===== src/rtl/fc_bias_fetcher.sv =====
// Streams one FC layer's biases from the bias ROM to the accumulator over valid/ready.
// Optional FC_BIAS_CHECKSUM_EN adds an XOR checksum of the streamed words.
module fc_bias_fetcher #(
  parameter int WIDTH    = 32,
  parameter int DEPTH    = 74,
  parameter int FC1_SIZE = 64,
  parameter int FC2_SIZE = 10
) (
  input  logic                     clk,
  input  logic                     reset,
  input  logic                     start,
  input  logic                     layer_sel,
  output logic                     busy,
  output logic                     done,
  output logic                     rom_read_enable,
  output logic                     rom_fc_layer_select,
  output logic [$clog2(DEPTH)-1:0] rom_addr,
  input  logic [WIDTH-1:0]         rom_bias_in,
  output logic                     bias_valid,
  input  logic                     bias_ready,
  output logic [WIDTH-1:0]         bias_data,
  output logic [$clog2(DEPTH)-1:0] bias_idx,
`ifdef FC_BIAS_CHECKSUM_EN
  output logic [WIDTH-1:0]         bias_checksum,
`endif
  output logic                     bias_last
);

  localparam int AW = $clog2(DEPTH);

  typedef enum logic [1:0] {IDLE, FETCH, DRAIN} state_t;

  state_t          state, state_nxt;
  logic [AW-1:0]   n_q, issue_cnt, out_cnt, addr_q;
  logic            inflight, done_q;
  logic [WIDTH-1:0] mem_data [2];
  logic [AW-1:0]   mem_idx [2];
  logic            rd_ptr, wr_ptr;
  logic [1:0]      fifo_count;
  logic            accept, push, pop, issue, credit, last_pop;

  assign accept     = (state == IDLE) && start;
  assign push       = inflight;
  assign bias_valid = (fifo_count != 2'd0);
  assign pop        = bias_valid && bias_ready;
  // A read may issue only if its word is guaranteed a FIFO slot when it lands.
  assign credit     = ({1'b0, fifo_count} + {2'b00, inflight}) < (3'd2 + {2'b00, pop});
  assign issue      = (state == FETCH) && (issue_cnt < n_q) && credit;
  assign last_pop   = (state == DRAIN) && pop && (out_cnt == n_q - AW'(1));

  assign busy            = (state != IDLE);
  assign done            = done_q;
  assign rom_read_enable = issue;
  assign rom_addr        = issue ? issue_cnt : addr_q;
  assign bias_data       = mem_data[rd_ptr];
  assign bias_idx        = mem_idx[rd_ptr];
  assign bias_last       = bias_valid && (bias_idx == n_q - AW'(1));

  always_comb begin
    state_nxt = state;
    case (state)
      IDLE:    if (start) state_nxt = FETCH;
      FETCH:   if (issue_cnt == n_q) state_nxt = DRAIN;
      DRAIN:   if (last_pop) state_nxt = IDLE;
      default: state_nxt = IDLE;
    endcase
  end

  always_ff @(posedge clk or posedge reset) begin
    if (reset) begin
      state               <= IDLE;
      done_q              <= 1'b0;
      rom_fc_layer_select <= 1'b0;
      n_q                 <= '0;
      issue_cnt           <= '0;
      out_cnt             <= '0;
      addr_q              <= '0;
      inflight            <= 1'b0;
    end else begin
      state    <= state_nxt;
      done_q   <= last_pop;
      inflight <= issue;
      if (issue) addr_q <= issue_cnt;
      if (accept) begin
        rom_fc_layer_select <= layer_sel;
        n_q                 <= layer_sel ? AW'(FC2_SIZE) : AW'(FC1_SIZE);
        issue_cnt           <= '0;
        out_cnt             <= '0;
      end else begin
        if (issue) issue_cnt <= issue_cnt + AW'(1);
        if (pop)   out_cnt   <= out_cnt + AW'(1);
      end
    end
  end

  // Two-entry skid FIFO absorbing the ROM read latency; index travels with data.
  always_ff @(posedge clk or posedge reset) begin
    if (reset) begin
      mem_data[0] <= '0;
      mem_data[1] <= '0;
      mem_idx[0]  <= '0;
      mem_idx[1]  <= '0;
      rd_ptr      <= 1'b0;
      wr_ptr      <= 1'b0;
      fifo_count  <= 2'd0;
    end else begin
      if (push) begin
        mem_data[wr_ptr] <= rom_bias_in;
        mem_idx[wr_ptr]  <= addr_q;
        wr_ptr           <= ~wr_ptr;
      end
      if (pop) rd_ptr <= ~rd_ptr;
      fifo_count <= fifo_count + {1'b0, push} - {1'b0, pop};
    end
  end

  assert property (@(posedge clk) disable iff (reset) !(push && !pop && fifo_count == 2'd2));

`ifdef FC_BIAS_CHECKSUM_EN
  always_ff @(posedge clk or posedge reset) begin
    if (reset)       bias_checksum <= '0;
    else if (accept) bias_checksum <= '0;
    else if (pop)    bias_checksum <= bias_checksum ^ bias_data;
  end
`endif

endmodule


===== config.mk =====
export PLATFORM = sky130hd
export DESIGN_NAME = fc_bias_fetcher
export DESIGN_NICKNAME = d
export VERILOG_FILES = /design/src/rtl/fc_bias_fetcher.sv
export SDC_FILE = /design/constraint.sdc
export NUM_CORES = 1
export LEC_CHECK = 0
export ABC_CLOCK_PERIOD_IN_PS = 3100
export BUFFER_PORTS_ARGS = -buffer_cell sky130_fd_sc_hd__buf_4
export CORE_ASPECT_RATIO = 0.9
export CORE_MARGIN = 5
export CORE_UTILIZATION = 40
export CTS_CLUSTER_DIAMETER = 150
export DETAILED_ROUTE_END_ITERATION = 7
export SLEW_MARGIN = 20
export SYNTH_ARGS = -nofsm -noshare
export SYNTH_HDL_FRONTEND = slang
export SYNTH_SLANG_ARGS = --single-unit

===== constraint.sdc =====
create_clock -name clk -period 3.1 [get_ports clk]
set_input_delay 0.31 -clock clk [delete_from_list [all_inputs] [get_ports clk]]
set_output_delay 0.31 -clock clk [all_outputs]
set_load 0.005 [all_outputs]

**After elaboration in Yosys (flattened, before gate mapping)**

Cells that the tools add are included.

- $add $sub $neg: 7
- Multipliers: 0
- Div/mod/pow operators: 0
- Magnitude comparators: 5
- Equality and inequality tests: 8
- Shifts and indexed selects: 0
- Muxes and demuxes: 22
- Bitwise gates (word level): 4
- Reduce and logical (&&, ||, !) cells: 14

Operator list:

| operator | count |
|---|---|
| two-way mux 32 bit | 4 |
| two-way mux 7 bit | 10 |
| bitwise mux 64 bit | 1 |
| demux 32 bit (select 1 bit) | 1 |
| == test 7 bit | 3 |
| adder 7 x 1 -> 7 bit (second input constant) | 2 |
| bitwise mux 14 bit | 1 |
| logical AND 1 bit | 8 |
| nonzero test 2 bit | 4 |
| demux 7 bit (select 1 bit) | 1 |
| < comparator 7 bit | 1 |
| subtractor 7 x 1 -> 7 bit (second input constant) | 1 |
| two-way mux 2 bit | 3 |
| one-hot mux 2 bit (3 select lines) | 1 |
| greater-or-equal comparator 2 bit (second input constant) | 2 |
| inequality test 2 bit (second input constant) | 2 |
| inverter 1 -> 2 bit | 2 |
| adder 2 x 1 -> 3 bit | 1 |
| adder 2 x 1 -> 3 bit (first input constant) | 1 |
| < comparator 3 bit | 1 |
| AND reduction 3 bit | 1 |
| adder 2 x 1 -> 2 bit | 1 |
| == test 2 x 1 -> 1 bit (second input constant) | 1 |
| == test 2 bit (second input constant) | 1 |
| other kinds (5) | 6 |

- Register bits after elaboration: 115
- Bits in latches: 0
- Bits in writable memories: 0
- ROM bits: 0
- Input port bits: 37
- Output and inout port bits: 52
- Logic and storage cells: 75
- Memories kept: 0

**Logic depth before layout (Yosys ltp)**

- Word-level depth: 7
- Depth in mapped cells: 7
- Gate-level depth less buffers: 7

**Least setup slack after synthesis**

Ideal clock, no wire load.

- Path kind: register to output
- Start: reg inflight
- End: out rom_addr[0]
- Data arrival time: 2.180 ns
- Required time: 2.790 ns
- Setup slack: 0.610 ns
- Stages on the path, launching flop included: 8
- Path buffers: 1
- Cells stage by stage: dfrtp_1 -> ha_1 -> ha_1 -> or4b_1 -> a221o_1 -> or2_1 -> buf_2 -> mux2_2

- Word-level cells in the longest chain between the ends: 4

Ends and longest elaborated chain:

| element | RTL line | text |
|---|---|---|
| start: declaration | 35 | `logic inflight, done_q;` |
| start signal: assignment | 82 | `inflight <= issue;` |
| adder 2 x 1 -> 3 bit | 47 | `assign credit = ({1'b0, fifo_count} + {2'b00, inflight}) < (3'd2 + {2'b00, pop});` |
| < comparator 3 bit | 47 |  |
| logical AND 1 bit | 48 | `assign issue = (state == FETCH) && (issue_cnt < n_q) && credit;` |
| two-way mux 7 bit | n/a |  |
| end: declaration | 17 | `output logic [$clog2(DEPTH)-1:0] rom_addr,` |

Every way passes these cells.

**Final worst setup path**

- Start: reg inflight
- End: out rom_addr[6]

The elaborated chain is that of the path after synthesis.

==> key figures <==
GRT
  • Total GRT Usage: 14.7%
  • Initial antenna violation count: 0
  • Grt ovf: 0
  • Largest net degree at the start of global routing: 56
  • First-pass GRT wire length: 17000 um
  • Vias in the first global route: 3321

Logic synthesis
  • Ys Warns: 0
  • Top FF cell, synth: dfrtp_1
  • Asr flop ratio synth: 100%
  • Mapped Nets: 404
  • Syn Inst Count: 358
  • Seq/Total Area, Yosys: 55.6%
  • EDFF count, synth: 0
  • Avg Inst Size Synth: 13.7 um2
  • Yosys reg bits: 109
  • Yosys cell types: 37
  • Cell Area, Synth: 0.00490 mm2

Pwr
  • Pwr dens: 1020 mW/mm2
  • PnR Total Power: 6.21 mW
  • Leakage: 2.78 nW
  • Peak VDD IR: 0.000407 V

Outcome
  • Status: complete, no violations

Clock network
  • Clock Sinks: 109
  • H-tree depth: 3
  • CTS tree: built
  • Clock tree buffer depth: 2
  • CTS Hold Bufs: 0
  • CTS Buf Count: 9
  • Clk root buf: clkbuf_16
  • CTS clk-pin slew, worst paths: 0.06 ns
  • Clock Latency Late Sink: 0.35 ns

Timing
  • Final Slew Violations: 0
  • Max-slew headroom: 38.3%
  • TNS Setup: 0 ns
  • RSZ-0062 raised after global routing: false
  • Final worst-path cycle share: 95.9%
  • Final hold violation count: 0
  • Worst clock skew: 0.0115 ns
  • Top achievable clock speed: 336 MHz
  • Final Setup Violations: 0
  • Least-Margin Pin Slew: 0.924 ns
  • Fin crit period: 2.97 ns

Floorplan
  • # IOs: 89
  • DIE AREA: 0.0146 mm2
  • Cell row count: 38
  • Floorplan die width: 127 um
  • Core area: 0.0120 mm2
  • Initial Utilization: 40.8%
  • Die height: 115 um

Route
  • Remaining antenna violation count after routing: 0
  • Vias per cell: 5.15
  • Drt first pass iters: 4
  • DRT Wirelength: 10300 um
  • # DRC: 0
  • Wire per inst: 16.9 um
  • Vias: 3160
  • Initial DRC Count: 118

Worst setup path
  • Crit Path Class: register to primary output
  • Crit. End Element: primary output
  • Startpoint types: register
  • Critical path peak fanout: 8
  • CP arrival: 2.66 ns
  • Critical Path RT: 2.79 ns

Layout
  • Area grow syn2layout: 23.9%
  • Layout cells sized above 1: 53.5%
  • Diodes inserted: 0
  • Seq. cell area: 0.00273 mm2
  • Nets: 495
  • Multi-input gate area: 0.00209 mm2
  • FILL cells: 1046
  • Final Cell Area: 0.00608 mm2

Place
  • Post-DP HPWL: 7210 um
  • Placed cell areas: 0.00578 mm2
  • # port buffers: 88
  • RD Place Congestion: 0.822

Run
  • Max cap viols: 0

Min path
  • Worst Hold Class: input pin to asynchronous set/reset pin
==> state kept, by name, indices dropped and copies added, names as in the netlist <==
register	flops
issue_cnt	7
out_cnt	7
rd_ptr	1
mem_idx	14
addr_q	7
wr_ptr	1
inflight	1
state	2
fifo_count	2
mem_data	64
n_q	2
done	1
==> cell type report <==
type	instances	share of cell area [%]
multi-input combinational	223	34.4
tap	160	3.29
timing repair buffer	96	12.1
inverter	10	0.679
clock buffer	12	3.89
sequential	109	44.9
clock inverter	4	0.803
==> final timing paths <==
check | start | to | slack [ns] | depth (start not counted)
worst max-delay path | inflight | rom_addr[6] | 0.13 | 7
worst min-delay path | reset | mem_data[0] | 0.16 | 2
worst max register to register | inflight | issue_cnt[6] | 0.63 | 7
worst min register to register | mem_data[5] | mem_data[5] | 0.50 | 1
max in group asynchronous | reset | rd_ptr | 2.15 | 3
min in group clk | rom_bias_in[13] | mem_data[45] | 0.21 | 2
==> critical path, stage by stage (launching register included) <==
cell and delay, ns:
dfrtp_1 0.44, ha_1 0.23, ha_1 0.17, or4b_1 0.47, a221o_1 0.29, or2_4 0.29
mux2_2 0.30, buf_4 0.14
==> report_power, final <==
| group | total (mW) | switching (mW) | internal (mW) |
|---|---|---|---|
| sequential | 2.38 | 0.372 | 2.01 |
| combinational | 2.72 | 1.09 | 1.62 |
| clock | 1.11 | 0.487 | 0.628 |
| total | 6.21 | 1.95 | 4.26 |
==> synth_stat cells (2+ instances only) <==
| cell | n | area [um2] |
|---|---|---|
| or4_1 | 4 | 30.0 |
| o21ai_0 | 6 | 30.0 |
| and3_1 | 3 | 18.8 |
| clkbuf_1 | 8 | 30.0 |
| buf_1 | 6 | 22.5 |
| xor2_1 | 6 | 52.6 |
| nor2_1 | 7 | 26.3 |
| o21a_1 | 2 | 15.0 |
| or2_2 | 3 | 18.8 |
| mux2_2 | 124 | 1400 |
| dfrtp_1 | 109 | 2730 |
| or3_1 | 4 | 25.0 |
| nor4_1 | 2 | 12.5 |
| nand3_1 | 6 | 30.0 |
| xnor2_1 | 6 | 52.6 |
| o31ai_1 | 4 | 30.0 |
| nand2_1 | 10 | 37.5 |
| nand4_1 | 4 | 25.0 |
| inv_1 | 10 | 37.5 |
| a21oi_1 | 9 | 45.0 |
| ha_1 | 9 | 113 |
==> per-layer routing <==
layer	GRT usage, %	share of wire [%]	routed length (um)
met1	19.9	47	4850
met2	22.8	46	4780
met3	5.11	5.7	588
met4	3.86	1.2	128
met5	0	0	0
==> repair_timing <==
item,4_1_cts,5_1_grt
setup endpoints to repair,7,0
resized for setup,2,0
buffers inserted,0,0
==> cells by family (layout without fill, tap and decap cells) <==
kind of cell	Yosys count	count (layout)	share of synthesized area [%]
compound gates	26	26	3.29
xor+xnor	12	12	2.14
fa+ha+maj	9	9	2.30
buf+inv	26	122	2.17
flops	109	109	55.6
mux	125	125	28.7
simple gates	51	51	5.79
==> stage by stage <==
stage,hold slack [ns],instances,util [%],setup WS (ns)
final,0.162,614,50.5,0.126
after CTS,0.182,614,50.5,0.0865
after global routing,0.190,614,50.5,0.0396
after floorplan,0.445,358,-,0.610
after global placement,0.481,598,48.1,0.403
after detailed placement,0.488,598,48.1,0.284
==> layout by cell type, fill, tap and decap left out, types with 4 or more instances in the layout <==
cell type,instances
a21oi_1,9
buf_4,95
clkbuf_16,9
dfrtp_1,108
ha_1,9
inv_1,9
mux2_2,124
nand2_1,9
nand3_1,6
nand4_1,4
nor2_1,7
o21ai_0,6
o31ai_1,4
or3_1,4
or4_1,4
xnor2_1,6
xor2_1,6
(Power assumes the default switching activity.)
